`config.mk`:
```
export PLATFORM = sky130hd
export DESIGN_NAME = multi_ch_handshake_sender
export DESIGN_NICKNAME = d
export VERILOG_FILES = /design/src/rtl/multi_ch_handshake_sender.sv
export SDC_FILE = /design/constraint.sdc
export NUM_CORES = 1
export LEC_CHECK = 0
export CAP_MARGIN = 40
export CORE_MARGIN = 3
export CORE_UTILIZATION = 55
export CTS_CLUSTER_DIAMETER = 80
export DETAILED_ROUTE_END_ITERATION = 10
export PLACE_DENSITY = 0.8
export SLEW_MARGIN = 40
export SYNTH_ARGS = -nofsm -noshare
export SYNTH_HDL_FRONTEND = slang
export SYNTH_SLANG_ARGS = --single-unit
```
`constraint.sdc`:
```
create_clock -name clk -period 3.4 [get_ports clk]
set_input_delay 0.68 -clock clk [delete_from_list [all_inputs] [get_ports clk]]
set_output_delay 0.68 -clock clk [all_outputs]
set_load 0.05 [all_outputs]
```
`src/rtl/multi_ch_handshake_sender.sv`:
```
// Multi-channel 4-phase req/ack source controller: queues single-cycle events per channel
// and runs one full handshake per queued event, flagging handshakes that stall.
module multi_ch_handshake_sender #(
  parameter int NUM_CH  = 4,
  parameter int CNT_W   = 3,
  parameter int TIMEOUT = 64
) (
  input  logic                      clk,
  input  logic                      reset_in,
  input  logic [NUM_CH-1:0]         vld_in,
  output logic [NUM_CH-1:0]         rdy_out,
  output logic [NUM_CH-1:0]         req_out,
  input  logic [NUM_CH-1:0]         ack_in,
  output logic [NUM_CH-1:0]         done_out,
  output logic [NUM_CH*CNT_W-1:0]   pend_cnt_out,
  output logic [NUM_CH-1:0]         timeout_out,
  input  logic [NUM_CH-1:0]         clear_timeout_in
);

  localparam int TW = $clog2(TIMEOUT + 1);
  localparam logic [CNT_W-1:0] CNT_MAX = '1;
  localparam logic [TW-1:0]    T_MAX   = TW'(TIMEOUT);

  typedef enum logic [1:0] {IDLE, REQ_HI, REQ_LO} state_t;

  for (genvar g = 0; g < NUM_CH; g++) begin : g_ch
    state_t           state;
    logic [CNT_W-1:0] pending;
    logic [TW-1:0]    timer;
    logic             req_q;
    logic             done_q;
    logic             timeout_q;
    logic             accept;
    logic             launch;
    logic             timeout_set;

    assign accept      = vld_in[g] && (pending != CNT_MAX);
    // A stale ack (e.g. left high across a reset) must fall before a new request goes out.
    assign launch      = (state == IDLE) && (pending != '0) && !ack_in[g];
    assign timeout_set = (state != IDLE) && (timer == T_MAX - 1'b1);

    assign rdy_out[g]                      = (pending != CNT_MAX);
    assign req_out[g]                      = req_q;
    assign done_out[g]                     = done_q;
    assign timeout_out[g]                  = timeout_q;
    assign pend_cnt_out[g*CNT_W +: CNT_W]  = pending;

    // NOTE: all state updates use non-blocking assignments so every channel register
    // samples the same pre-edge values regardless of statement order.
    always_ff @(posedge clk) begin
      if (reset_in) begin
        state     <= IDLE;
        pending   <= '0;
        timer     <= '0;
        req_q     <= 1'b0;
        done_q    <= 1'b0;
        timeout_q <= 1'b0;
      end else begin
        done_q <= 1'b0;

        case (state)
          IDLE: begin
            if (launch) begin
              state <= REQ_HI;
              req_q <= 1'b1;
              timer <= '0;
            end
          end
          REQ_HI: begin
            if (ack_in[g]) begin
              state <= REQ_LO;
              req_q <= 1'b0;
            end
          end
          REQ_LO: begin
            if (!ack_in[g]) begin
              state  <= IDLE;
              done_q <= 1'b1;
            end
          end
          default: state <= IDLE;
        endcase

        // The handshake is never aborted; the timer only saturates and reports.
        if (state != IDLE && timer != T_MAX) timer <= timer + 1'b1;

        if (accept && !launch)      pending <= pending + 1'b1;
        else if (!accept && launch) pending <= pending - 1'b1;

        if (timeout_set)               timeout_q <= 1'b1;
        else if (clear_timeout_in[g])  timeout_q <= 1'b0;
      end
    end
  end

endmodule

```
==> reports/qor.yml <==
status: "completed"
power_leakage_nw: 1.42
vias: 2380
fin_crit_ns: 2.61
num_antenna_cells: 0
power.total_mw: 2.56
grt_pass1_wl_um: 9720
wl_per_cell_um: 12.9
rsz0062_at_grt: "no"
intPower_mw: 1.53
synth_area_um2: 3070
dieArea_um2: 6510
reg2reg_from: "g_ch[1].pending[0]"
clock.fmax_ghz: 0.383
h-tree-depth: 3
yosysUniqueCellTypes: 51
crit_start: "ack_in[3]"
arrival_ns: 2.86
dp.cells: 426
cpMaxStageDelayCell: "clkdlybuf4s50_1"
drv_slew: 0
reg2reg_setup_slack_ns: 1.16
critPathLaunchType: "primary input"
cp-endpoint: "g_ch[3].pending[2]"
port_buffers: 41
drc: 0
crit_required_ns: 3.65
synthToLayoutAreaGrowth_pct: 18.9
r2r_cells: 9
grt_util_all_layers_pct: 19.2
worstSetupPathType: "in2reg"
cts.clk_slew.worst_paths_ns: 0.07
stdcell_count: 442
setup-violations-final: 0
critPathMaxStageDelay_ns: 0.48
die_x_um: 80.7
critPathMaxFanout: 5
cp.depth: 9
hp-class: "reg2reg"
maxSlewHeadroom_pct: 50.4
cts_resized: 0
drive_gt1_share_pct: 12.1
yosysWarnings: 0
path_cells: "clkdlybuf4s50_1 > nor4_1 > inv_1 > ha_1 > inv_1 > fa_1 > xor2_1 > or3_1 > a21oi_1"
endpoint_kind: "flip-flop"
peakVddDrop_v: 0.000518
swShare_pct: 40.4
syn_avg_cell_area_um2: 9.26
synth-edff-count: 0
combPwrFrac_pct: 39.4
post-route-period-util_pct: 76.8
p_per_area_nw_per_um2: 703
antenna_found_initial: 0
crit_family: "simple AND/OR/NAND/NOR gates"
clock_sinks: 60
clkPwrFrac_pct: 23.3
synth-async-reset-ratio_pct: 0
finish.utilization_pct: 69.6
ys_ff_latch: 60
ys.flop_type: "dfxtp_1"
drv_cap: 0
die_h_um: 80.7
cts_buffer_depth: 2
ioPinCount: 42
clock_latency_ns: 0.33
skew_ns: 0.0117
drtIter0Drc: 54
cts_buffers: 9
gp_congestion: 0.784
grt_pass1_vias: 2245
post_drt_via_cell_ratio: 5.38
tritoncts: "done"
grt_max_degree: 38
postRouteAntennaNets: 0
nFillCells: 427
cts_setup_buffers: 0
drt_wl_total_um: 5680
worst_slew_pin_slew_ns: 0.744
initial_utilization_pct: 58.5
path_buf_inv: 3
seqPwrFrac_pct: 37.3
gr-total-overflow: 0
synthCells: 331
tns_ns: 0
synth_fp_nets: 361
power_switching_mw: 1.04
r2r-end: "g_ch[1].pending[2]"
ys_seq_area_share_pct: 39.2
row_count: 26
cts_hold_buf: 0
hold_violations: 0
ff_latch_area_um2: 1200
fin_nets: 397
cp_common_cell: "inv_1"
design.core.area_um2: 5240
multi_input_comb_area_um2: 1680
firstDrtPassIters: 4
root_buffer: "clkbuf_8"
dpl.hpwl_um: 4090
==> registers in the layout, summed over array words and instances, names as in the netlist <==
signal	count
g_ch.req_q	4
g_ch.state	8
g_ch.pending	12
g_ch.timeout_q	4
g_ch.done_q	4
g_ch.timer	28
==> layout make-up <==
cell class / instances / area share (%)
Clock buffer: 13 / 4.63
Sequential cell: 60 / 33.0
Timing Repair Buffer: 42 / 11.3
Multi-Input combinational cell: 233 / 46.0
Clock inverter: 3 / 0.549
Inverter: 21 / 2.16
Tap cell: 70 / 2.40
==> cell families after synthesis <==
logic type               count (synthesis)  share of synthesized area [%]
AO/OA/AOI/OAI                           63                           14.2
buffers and inverters                   38                           6.16
flip-flops                              60                           39.2
AND/OR/NAND/NOR                        135                           27.2
adder cells (fa/ha/maj)                 16                           7.51
XOR/XNOR                                13                           3.71
multiplexers                             6                           2.04
==> through the flow <==
step,hold slack [ns],setup WS [ns],cell area [um2]
2_1_floorplan,0.437,0.779,3070
3_3_place_gp,0.450,0.580,3460
3_5_place_dp,0.449,0.454,3460
4_1_cts,0.459,0.803,3640
5_1_grt,0.472,0.650,3640
6_report,0.458,0.790,3640
==> synthesized netlist by cell type (2+ instances only) <==
library cell	count	area share, %
a2111oi_0	4	1.1
a211o_1	5	1.4
a21bo_2	2	0.65
a21o_1	9	2.2
a21oi_1	24	3.9
a21oi_2	7	2.0
and2_1	4	0.82
and3_1	5	1.0
buf_1	3	0.37
buf_4	12	2.9
dfxtp_1	60	39
fa_1	4	2.6
ha_1	12	4.9
inv_1	21	2.6
mux2i_1	4	1.3
nand2_1	17	2.1
nand2b_1	9	1.8
nand3_1	16	2.6
nand3b_1	4	0.98
nand4b_1	2	0.57
nor2_1	17	2.1
nor2b_1	7	1.4
nor3_1	5	0.82
nor3_2	4	1.3
nor3b_1	6	1.5
nor4_1	4	0.82
nor4b_1	4	1.1
nor4b_2	3	1.5
o21ai_0	6	0.98
or2_2	5	1.0
or2_4	3	0.86
or2b_1	2	0.49
or3_1	12	2.4
xnor2_1	4	1.1
xor2_1	9	2.6
==> worst min-delay path by stage <==
stage	start	end	slack, ns	cells past startpoint
2_1_floorplan	g_ch[0].req_q	g_ch[0].req_q	0.44	2
3_3_place_gp	g_ch[1].req_q	g_ch[1].req_q	0.45	2
3_5_place_dp	g_ch[3].req_q	g_ch[3].req_q	0.45	2
4_1_cts	g_ch[3].req_q	g_ch[3].req_q	0.46	2
5_1_grt	g_ch[3].req_q	g_ch[3].req_q	0.47	2
6_report	g_ch[3].req_q	g_ch[3].req_q	0.46	2
==> power by group through the flow <==
stage	sequential, mW	combinational (mW)	clock (mW)
after detailed placement	0.971	1.01	0
after CTS	0.956	1.02	0.610
after floorplan	1.15	0.557	0
after global routing	0.976	1.10	0.640
final	0.956	1.01	0.597
after global placement	0.967	0.978	0
==> routing by layer <==
| layer | vias to the layer above | wire, um | track usage, % |
|---|---|---|---|
| met1 | 1104 | 2730 | 23.8 |
| met5 | - | 0 | 0 |
| li1 | 1219 | - | - |
| met3 | 6 | 248 | 5.16 |
| met4 | 0 | 65 | 8.11 |
| met2 | 51 | 2640 | 31.2 |
==> worst min-delay path, cell delays in order (launching register included) <==
cell	delay [ns]
dfxtp_1	0.31
nand2_1	0.05
a21oi_1	0.05
==> cell usage in the layout, fill, tap and decap left out, types with 5 or more instances in the layout <==
cell,netlist,layout
nor3_1,5,5
nand3_1,16,16
nor2b_1,7,7
xor2_1,9,9
or3_1,12,12
and3_1,5,5
a21oi_2,7,7
a211o_1,5,5
nor3b_1,6,6
a21oi_1,24,24
nand2_1,17,17
a21o_1,9,9
or2_2,5,5
dfxtp_1,60,60
clkdlybuf4s50_1,0,40
nand2b_1,9,9
inv_1,21,21
clkbuf_8,0,12
ha_1,12,12
o21ai_0,6,6
nor2_1,17,17
No activity file was read; power rests on OpenSTA's default activity.
